`src/rtl/fft_bf_sequencer.sv`:
```
// Address/strobe sequencer for an in-place radix-2 DIT FFT on one shared butterfly.
// Issues A/B/twiddle reads per butterfly and replays the A/B pair as writes after the read+butterfly latency.
module fft_bf_sequencer #(
  parameter int NPOINTS = 16,
  parameter int LOG2N   = 4,
  parameter int RD_LAT  = 1,
  parameter int BF_LAT  = 4,
  localparam int SW = (LOG2N / 2 > $clog2(LOG2N)) ? LOG2N / 2 : $clog2(LOG2N)
) (
  input  logic             clk,
  input  logic             rst_n,
  input  logic             start,
  output logic             busy,
  output logic             done,
  output logic [SW-1:0]    stage,
  output logic             rd_en,
  output logic [LOG2N-1:0] rd_addr_a,
  output logic [LOG2N-1:0] rd_addr_b,
  output logic [LOG2N-2:0] tw_addr,
  output logic             wr_en,
  output logic [LOG2N-1:0] wr_addr_a,
  output logic [LOG2N-1:0] wr_addr_b
);
  localparam int WR_DLY = RD_LAT + BF_LAT;
  localparam int KW     = LOG2N - 1;
  localparam int DW     = $clog2(WR_DLY + 1);
  localparam logic [KW-1:0] K_LAST = KW'(NPOINTS / 2 - 1);
  localparam logic [SW-1:0] S_LAST = SW'(LOG2N - 1);
  localparam logic [DW-1:0] D_LAST = DW'(WR_DLY - 1);

  typedef enum logic [1:0] {IDLE, RUN, DRAIN, DONE} state_t;

  typedef struct packed {
    logic             vld;
    logic [LOG2N-1:0] a;
    logic [LOG2N-1:0] b;
  } wr_slot_t;

  state_t           state, state_nx;
  logic [KW-1:0]    k;
  logic [DW-1:0]    dcnt;
  wr_slot_t         dly [WR_DLY];
  logic             run_last, drain_last;
  logic [LOG2N-1:0] kx, hmask, pos, a_iss, b_iss, tw_full;

  assign run_last   = (k == K_LAST);
  assign drain_last = (dcnt == D_LAST);

  always_ff @(posedge clk or negedge rst_n) begin
    if (!rst_n) state <= IDLE;
    else        state <= state_nx;
  end

  always_comb begin
    state_nx = state;
    unique case (state)
      IDLE:    if (start) state_nx = RUN;
      RUN:     if (run_last) state_nx = DRAIN;
      DRAIN:   if (drain_last) state_nx = (stage == S_LAST) ? DONE : RUN;
      DONE:    state_nx = IDLE;
      default: state_nx = IDLE;
    endcase
  end

  always_ff @(posedge clk or negedge rst_n) begin
    if (!rst_n) begin
      k     <= '0;
      stage <= '0;
      dcnt  <= '0;
    end else begin
      unique case (state)
        RUN: k <= run_last ? '0 : k + 1'b1;
        DRAIN: begin
          if (drain_last) begin
            dcnt <= '0;
            if (stage != S_LAST) stage <= stage + 1'b1;
          end else begin
            dcnt <= dcnt + 1'b1;
          end
        end
        DONE:    stage <= '0;
        default: ;
      endcase
    end
  end

  // Splice a zero into k at bit 'stage': the low bits are pos, the high bits are the group.
  always_comb begin
    kx      = {1'b0, k};
    hmask   = (LOG2N'(1) << stage) - LOG2N'(1);
    pos     = kx & hmask;
    a_iss   = ((kx & ~hmask) << 1) | pos;
    b_iss   = a_iss | (LOG2N'(1) << stage);
    tw_full = pos << (KW - int'(stage));
  end

  always_comb begin
    rd_en     = (state == RUN);
    busy      = (state != IDLE);
    done      = (state == DONE);
    rd_addr_a = rd_en ? a_iss : '0;
    rd_addr_b = rd_en ? b_iss : '0;
    tw_addr   = rd_en ? tw_full[KW-1:0] : '0;
  end

  // Write-back delay line; reset drops in-flight writes immediately.
  always_ff @(posedge clk or negedge rst_n) begin
    if (!rst_n) begin
      for (int i = 0; i < WR_DLY; i++) dly[i] <= '0;
    end else begin
      dly[0] <= '{vld: rd_en, a: rd_addr_a, b: rd_addr_b};
      for (int i = 1; i < WR_DLY; i++) dly[i] <= dly[i-1];
    end
  end

  assign wr_en     = dly[WR_DLY-1].vld;
  assign wr_addr_a = dly[WR_DLY-1].a;
  assign wr_addr_b = dly[WR_DLY-1].b;
endmodule

```
`config.mk`:
```
export PLATFORM = sky130hd
export DESIGN_NAME = fft_bf_sequencer
export DESIGN_NICKNAME = d
export VERILOG_FILES = /design/src/rtl/fft_bf_sequencer.sv
export SDC_FILE = /design/constraint.sdc
export NUM_CORES = 1
export LEC_CHECK = 0
export CAP_MARGIN = 25
export CORE_AREA = 2 2 64 66
export CTS_CLUSTER_SIZE = 25
export DETAILED_ROUTE_END_ITERATION = 16
export DIE_AREA = 0 0 66 68
export GPL_TIMING_DRIVEN = 0
export HOLD_SLACK_MARGIN = 0.08
export PLACE_DENSITY = 0.75
export SLEW_MARGIN = 20
export SYNTH_ARGS = -nofsm -noshare
export SYNTH_HDL_FRONTEND = slang
export SYNTH_SLANG_ARGS = --single-unit
```
`constraint.sdc`:
```
create_clock -name clk -period 2.9 [get_ports clk]
set_clock_uncertainty 0.05 [all_clocks]
set_input_delay 0.725 -clock clk [delete_from_list [all_inputs] [get_ports clk]]
set_output_delay 0.725 -clock clk [all_outputs]
set_load 0.01 [all_outputs]
```
* Word-level counts from Yosys, hierarchy flattened
Index checks and enable logic that the tools add are counted.
** Word-level totals
- Register bits after elaboration :: 55
- Bits in latches :: 0
- Memory bits (writable) :: 0
- ROM bits :: 0
- Input port bits :: 3
- Output and inout port bits :: 25
- Logic and storage cells :: 60
- Memories kept :: 0
** Cells by class
- $add $sub $neg :: 5
- Multipliers :: 0
- Divide/modulo/power cells :: 0
- Order comparisons :: 0
- Equality and inequality tests :: 11
- Shift operators :: 2
- Muxes and demuxes :: 13
- Bitwise gates (word level) :: 5
- Reductions and logical operators :: 5
** Operators with widths (number)
- 4-bit by 32-bit left shift with 3-bit output :: 1
- 2-bit 2-to-1 mux :: 6
- 3-bit 2-to-1 mux :: 3
- 4-bit 2-to-1 mux :: 2
- 2-bit != test (second input constant) :: 4
- 4-bit OR :: 2
- 2-bit one-hot mux with 4 select lines :: 1
- 3-bit by 1-bit adder with 3-bit output (second input constant) :: 2
- 2-bit equality test (second input constant) :: 3
- 3-bit equality test (second input constant) :: 2
- 3-bit AND reduction :: 2
- 3-bit by 4-bit AND with 4-bit output :: 1
- 2-bit one-hot mux with 2 select lines :: 1
- 2-bit nonzero test :: 2
- 1-bit by 2-bit left shift with 4-bit output (first input constant) :: 1
- 4-bit by 2-bit subtractor with 4-bit output (second input constant) :: 1
- 3-bit AND :: 1
- 3-bit NOT :: 1
- 2-bit by 2-bit subtractor with 3-bit output (first input constant) :: 1
- 2-bit by 1-bit adder with 2-bit output (second input constant) :: 1
- 2-bit by 1-bit equality test with 1-bit output (second input constant) :: 1
- 2-bit logical NOT :: 1
- 2-bit by 1-bit != test with 1-bit output (second input constant) :: 1

* Longest topological paths before layout
Gate-level depths: netlist (run 1).
- Depth after elaboration :: 7
- Gate-level depth with buffers :: 5
- Mapped depth without buffers :: 5

* Worst setup path before layout (run 1)
No wires, ideal clock.
- Kind :: register to output
- Start :: reg stage[0]
- End :: out tw_addr[2]
- Arrival :: 1660 ps
- Data required time :: 2125 ps
- Path slack :: 465 ps
- Cell stages (with the launch flop) :: 6
- Path buffers :: 0
- Cell sequence :: dfrtp_1 > inv_1 > ha_1 > xor2_1 > or2_1 > o41ai_2
** On the way
- Longest elaborated chain between the ends :: 5
- Elaborated cells on any way between the ends :: 6
- Classes of those cells :: add/sub (2); shift (2); mux (1); bitwise (1)
** Ends and longest elaborated chain
- start, declared :: line 15 : output logic [SW-1:0] stage,
- start signal, assigned :: line 76 : if (stage != S_LAST) stage <= stage + 1'b1;
- 1-bit by 2-bit left shift with 4-bit output :: line 90 : hmask = (LOG2N'(1) << stage) - LOG2N'(1);
- 4-bit by 2-bit subtractor with 4-bit output :: line 90
- 3-bit by 4-bit AND with 4-bit output :: line 91 : pos = kx & hmask;
- 4-bit by 32-bit left shift with 3-bit output (*) :: line 94 : tw_full = pos << (KW - int'(stage));
- 3-bit 2-to-1 mux (*) :: line 103 : tw_addr = rd_en ? tw_full[KW-1:0] : '0;
- end, declared :: line 19 : output logic [LOG2N-2:0] tw_addr,
Mark *: on every way between the ends. The rest lies on a longest branch, timed or not.

* Worst setup path after layout (run 1)
- Start :: reg stage[0]
- End :: out rd_addr_b[3]
** On the way
- Longest elaborated chain between the ends :: 7
- Elaborated cells on any way between the ends :: 8
- Classes of those cells :: add/sub (1); shift (1); mux (1); bitwise (5)
** Ends and longest elaborated chain
- 1-bit by 2-bit left shift with 4-bit output (*) :: line 90, 93
- 4-bit by 2-bit subtractor with 4-bit output :: line 90
- 3-bit NOT :: line 92 : a_iss = ((kx & ~hmask) << 1) | pos;
- 3-bit AND :: line 92
- 4-bit OR :: line 92
- 4-bit OR (*) :: line 93 : b_iss = a_iss | (LOG2N'(1) << stage);
- 4-bit 2-to-1 mux (*) :: line 102 : rd_addr_b = rd_en ? b_iss : '0;
- end, declared :: line 18 : output logic [LOG2N-1:0] rd_addr_b,
Marked as above.

==> results of run 1 <==
==> per-layer routing <==
layer / track usage / up-vias / wire length, um
met4: 0.0638 / 0 / 50
met1: 0.174 / 543 / 1270
met5: 0 / - / 0
met3: 0.0543 / 7 / 126
li1: - / 511 / -
met2: 0.247 / 30 / 1370
==> synthesized netlist by cell type (all sizes together) <==
library cell	instances	share of area
a22oi	1	0.0038
ha	10	0.064
and2	1	0.0038
nor3	1	0.0026
o21ai	5	0.013
nand2	8	0.015
o22ai	3	0.0096
a31oi	1	0.0032
a211oi	1	0.0038
mux2	2	0.015
nor4	1	0.0032
a22o	1	0.0045
or2	2	0.0064
o41ai	1	0.0083
nor2	7	0.015
a21oi	5	0.013
nor2b	1	0.0032
o211ai	1	0.0064
a21o	2	0.0077
dfrtp	55	0.70
inv	8	0.015
buf	9	0.036
xor2	1	0.0045
nand2b	4	0.018
and3b	1	0.0064
and3	3	0.0096
nor3b	1	0.0038
==> final timing paths <==
path                          start           end  slack [ns]
max                        stage[0]  rd_addr_b[3]        0.16
min                         dly[10]  wr_addr_b[1]        0.30
max reg2reg                stage[0]      stage[1]        1.20
min reg2reg                 dly[10]  wr_addr_b[1]        0.30
max in group asynchronous     rst_n      stage[0]        1.93
min in group asynchronous     rst_n       dly[12]        0.41
==> stage by stage <==
| stage | total power, mW | setup TNS [ns] | setup WS, ns | hold WS [ns] | instances |
|---|---|---|---|---|---|
| 2_1_floorplan | 0.782 | 0 | 0.465 | 0.281 | 136 |
| 3_3_place_gp | 0.798 | -22.68 | -0.412 | 0.282 | 213 |
| 3_5_place_dp | 0.798 | -0.239 | -0.121 | 0.285 | 213 |
| 4_1_cts | 1.27 | 0 | 0.0447 | 0.305 | 222 |
| 5_1_grt | 1.31 | 0 | 0.0110 | 0.309 | 222 |
| 6_report | 1.25 | 0 | 0.161 | 0.301 | 222 |
==> power groups by stage <==
stage | sequential [mW] | clock [mW] | combinational [mW]
final | 0.766 | 0.464 | 0.0159
after global routing | 0.766 | 0.520 | 0.0189
after detailed placement | 0.781 | 0 | 0.0170
after floorplan | 0.782 | 0 | 0.000185
after global placement | 0.782 | 0 | 0.0168
after CTS | 0.766 | 0.488 | 0.0168
==> timing repair <==
item | in CTS | in global routing
setup buffers | 2 | 0
pin swaps | 1 | 0
endpoints found under the setup margin | 8 | 2
gates resized for setup | 8 | 7
==> kinds of logic after synthesis <==
kind of cell / count (synthesis)
flops: 55
buf+inv: 17
mux: 2
compound gates: 21
simple gates: 30
fa+ha+maj: 10
xor+xnor: 1
==> placed cells by master, fill, tap and decap left out, drive strengths merged <==
master         instances
a211oi                 1
a21o                   2
a21oi                  5
a22o                   1
a22oi                  1
a31oi                  1
and2                   1
and3                   3
and3b                  1
buf                   12
bufinv                 1
clkbuf                 6
clkdlybuf4s50         20
dfrtp                 55
dlygate4sd2            5
dlymetal6s2s           1
ha                    10
inv                    8
mux2                   2
nand2                  8
nand2b                 4
nor2                   7
nor2b                  1
nor3                   1
nor3b                  1
nor4                   1
o211ai                 1
o21ai                  5
o22ai                  3
o41ai                  1
or2                    2
xor2                   1
==> flip-flops by register name, summed over array words and instances, names as in the netlist <==
register and cells:
dcnt 3, dly 36, k 3, stage 2, state 2, wr_addr_a 4
wr_addr_b 4, wr_en 1
==> layout make-up <==
class | count | area share
Inverter | 8 | 0.0134
Timing Repair Buffer | 29 | 0.115
Sequential cell | 55 | 0.568
Tap cell | 50 | 0.0258
Multi-Input combinational cell | 64 | 0.206
Clock buffer | 6 | 0.0299
Clock inverter | 1 | 0.0124
Buffer | 9 | 0.0294
==> critical path: stages (launching register included) <==
cell	delay (ns)
dfrtp_2	0.44
buf_4	0.18
ha_1	0.23
inv_1	0.07
a21oi_1	0.05
nor2_1	0.14
clkdlybuf4s50_1	0.56
==> flow_metrics.tcl, run 1 <==
set metrics [dict create \
    status "complete, no violations" \
    clk_pin_slew_ns 0.08 \
    cp.arrival_ns 1.96 \
    ioPinCount 28 \
    core-area_um2 3860 \
    synth-seq-area-share 0.704 \
    holdPathStages 0 \
    dieArea_um2 4490 \
    insertedDiodeCount 0 \
    setup_viol 0 \
    finalMaxSlewViolations 0 \
    max_freq_ghz 0.365 \
    slew_headroom 0.562 \
    finalHoldViolCount 0 \
    p_comb_frac 0.013 \
    cts_hold_buf 0 \
    synth_cell_types 34 \
    cts_tree "done" \
    critPathLaunchType "flop" \
    holdCritPathClass "flop to flop" \
    period_share 0.944 \
    fin_util 0.629 \
    intPower_mw 1.02 \
    nets 185 \
    cp_data_required_time_ns 2.12 \
    drtIter0Drc 68 \
    htree_levels 2 \
    cts_sinks 55 \
    final_area_um2 2430 \
    syn_nets 149 \
    drtPass1Iterations 3 \
    insertion_delay_ns 0.29 \
    reg2regPathDepth 5 \
    antenna_found_initial 0 \
    synth_compound_area_frac 0.0730 \
    synth_simple_gate_area_frac 0.0871 \
    synth_seq_cells 55 \
    num_rows 23 \
    leakage_nw 1.16 \
    grt_first_pass_wirelength_um 4840 \
    clockBufferDepth 2 \
    powerDensity_nw_per_um2 514 \
    vias 1091 \
    gp_congestion 0.869 \
    path_class "flop to output port" \
    clock-root-buffer "clkbuf_8" \
    vdd.ir_drop.worst_uv 209 \
    critPathCaptureType "output port" \
    p_clk_frac 0.372 \
    floorplan.initialDensity 0.507 \
    multi_input_area_um2 499 \
    ant_nets 0 \
    grt_setup_unrepaired "false" \
    cp_max_fo 9 \
    drc 0 \
    ys_warn_count 0 \
    cts_buffers 5 \
    fin_crit_ns 2.74 \
    avgSynthCellArea_um2 14.4 \
    p_switching_mw 0.225 \
    fillCellCount 300 \
    p_seq_frac 0.615 \
    synth_top_family_by_area "simple AND/OR/NAND/NOR gates" \
    grt_max_degree 56 \
    routedWlPerCell_um 12.7 \
    port_buffers 27 \
    viasPerCell 4.91 \
    grt_pass1_vias 1112 \
    maxCapViolations 0 \
    tightest_slew_ns 0.657 \
    seq_area_um2 1380 \
    dieHeight_um 68 \
    synthXorXnorAreaFrac 0.00448 \
    grt-ovfl-total 0 \
    dp_hpwl_um 1780 \
    grt_use_total 0.148 \
    placed_area_um2 2280 \
    syn_inst 136 \
    muxShareOfSynthArea 0.0154 \
    syn_area_um2 1950 \
    drive_gt1_frac 0.209 \
    yosys.area_share.adder 0.0640 \
    dieWidth_um 66 \
    syn_to_final_growth_pct 24.1 \
    routed_wl_um 2820 \
    switching_share 0.181 \
]
Note: power is estimated with default switching activity, not from simulation.
==> run 2, diff against run 1 <==
--- a/config.mk
+++ b/config.mk
@@ -6,10 +6,10 @@
 export NUM_CORES = 1
 export LEC_CHECK = 0
 export CAP_MARGIN = 25
-export CORE_AREA = 2 2 64 66
+export CORE_AREA = 8 8 70 72
 export CTS_CLUSTER_SIZE = 25
 export DETAILED_ROUTE_END_ITERATION = 16
-export DIE_AREA = 0 0 66 68
+export DIE_AREA = 0 0 78 80
 export GPL_TIMING_DRIVEN = 0
 export HOLD_SLACK_MARGIN = 0.08
 export PLACE_DENSITY = 0.75
==> run 2 against run 1 <==
Effect of this change: total power down 3.7%; critical path type unchanged; global-route usage down 4.4 points; die area up 39%; register-to-register slack about the same; first-iteration DRC count down 28%; utilization down 0.13 points; largest cell class unchanged; combinational power about the same; cell area down 0.21%; worst setup slack worse by 0.030 ns; fmax down 1.1%; highest routed layer unchanged.
==> flow_metrics.tcl, run 2 (synthesis gave the netlist of run 1 again) <==
set metrics [dict create \
    status "complete, no violations" \
    powerDensity_nw_per_um2 496 \
    period_share 0.955 \
    clockBufferDepth 2 \
    routed_wl_um 3030 \
    cts_tree "done" \
    grt-ovfl-total 0 \
    p_seq_frac 0.638 \
    dp_hpwl_um 2030 \
    drc 0 \
    routedWlPerCell_um 13.6 \
    clock-root-buffer "clkbuf_8" \
    dieWidth_um 78 \
    cts_buffers 5 \
    placed_area_um2 2280 \
    slew_headroom 0.563 \
    drtPass1Iterations 4 \
    p_switching_mw 0.259 \
    p_clk_frac 0.348 \
    intPower_mw 0.941 \
    power_mw 1.20 \
    grt_max_degree 56 \
    dieArea_um2 6240 \
    clk_pin_slew_ns 0.10 \
    leakage_nw 1.21 \
    crit_buf_inv 2 \
    grt_use_total 0.104 \
    nets 185 \
    ant_nets 0 \
    cp_data_required_time_ns 2.12 \
    cp_max_fo 7 \
    tightest_slew_ns 0.655 \
    fillCellCount 297 \
    dieHeight_um 80 \
    path_delay_family "buffers and inverters" \
    cp.arrival_ns 1.99 \
    ioPinCount 28 \
    whs_ns 0.299 \
    grt_setup_unrepaired "false" \
    port_buffers 27 \
    vias 1088 \
    path_class "flop to output port" \
    place_ws_ns -0.142 \
    syn_to_final_growth_pct 23.9 \
    insertion_delay_ns 0.30 \
    final_area_um2 2420 \
    core-area_um2 3860 \
    min_from "dly[13]" \
    largest_reg_flops 36 \
    drive_gt1_frac 0.208 \
    num_rows 23 \
    p_comb_frac 0.013 \
    vdd.ir_drop.worst_uv 289 \
    final_common_cell "dfrtp_1" \
    timing.rr.start "stage[0]" \
    crit_start "stage[1]" \
    gp_congestion 0.837 \
    critPathCaptureType "output port" \
    grt_first_pass_wirelength_um 5010 \
    finalMaxSlewViolations 0 \
    holdCritPathClass "flop to flop" \
    drtIter0Drc 49 \
    switching_share 0.216 \
    cts_sinks 55 \
    top_register "dly" \
    antenna_found_initial 0 \
    floorplan.initialDensity 0.507 \
    setup_viol 0 \
    maxCapViolations 0 \
    viasPerCell 4.88 \
    htree_levels 2 \
    critPathLaunchType "flop" \
    grt_pass1_vias 1102 \
    layout_common_cells "53 x dfrtp_1, 18 x clkdlybuf4s50_1, 11 x buf_4, 9 x ha_1, 8 x nand2_1" \
    fin_crit_ns 2.77 \
    cp_cell_sequence "inv_2, ha_1, xor2_2, or2_1, o41ai_2, dlygate4sd2_1" \
    seq_area_um2 1380 \
    fin_util 0.628 \
    fin_ws_ns 0.131 \
    multi_input_area_um2 497 \
    max_freq_ghz 0.361 \
    critical-path-max-stage-delay_ns 0.42 \
    finalHoldViolCount 0 \
    insertedDiodeCount 0 \
    cp_slowest_cell "dfrtp_2" \
]
==> run 2: cell type report <==
| class | instances | share of cell area |
|---|---|---|
| Sequential cell | 55 | 0.570 |
| Multi-Input combinational cell | 64 | 0.205 |
| Timing Repair Buffer | 29 | 0.119 |
| Buffer | 9 | 0.0295 |
| Clock buffer | 5 | 0.0284 |
| Tap cell | 50 | 0.0258 |
| Inverter | 8 | 0.0124 |
| Clock inverter | 3 | 0.0103 |
==> run 2: per-layer routing <==
layer  GRT usage  vias to the layer above  part of all wire
met1       0.115                      530              0.42
li1            -                      515                 -
met2       0.158                       39              0.47
met5           0                        -                 0
met3      0.0529                        4             0.094
met4      0.0611                        0             0.011
==> run 2: repair_timing <==
action                                  4_1_cts  5_1_grt
gates resized for setup                       9        5
endpoints found under the setup margin        8        2
buffers inserted                              2        0
hold buffers                                  0        0
==> run 2: path summary, 6_finish.rpt <==
kind | endpoint | slack, ns | cells past startpoint
worst max-delay path | tw_addr[2] | 0.13 | 6
worst min-delay path | wr_addr_a[0] | 0.30 | 0
worst max register to register | stage[1] | 1.20 | 5
worst min register to register | wr_addr_a[0] | 0.30 | 0
max in group asynchronous | stage[1] | 1.94 | 1
min in group asynchronous | dcnt[1] | 0.40 | 1
==> run 2: worst reg2reg max path, stage by stage, from the launching register on <==
cell and delay (ns):
dfrtp_2 0.43, buf_4 0.18, ha_1 0.21, and3b_4 0.32, mux2_4 0.30, o22ai_1 0.13
==> run 2: power by group through the flow <==
stage | logic, mW | registers [mW] | clock network (mW)
floorplan | 0.000185 | 0.782 | 0
global placement | 0.0168 | 0.782 | 0
detailed placement | 0.0168 | 0.781 | 0
CTS | 0.0168 | 0.766 | 0.433
global route | 0.0195 | 0.766 | 0.469
finish | 0.0159 | 0.766 | 0.418
==> run 2: stage by stage <==
step / cells / TNS, ns
after global routing: 223 / 0
final: 223 / 0
after global placement: 213 / -22.78
after detailed placement: 213 / -0.331
after floorplan: 136 / 0
after CTS: 223 / 0
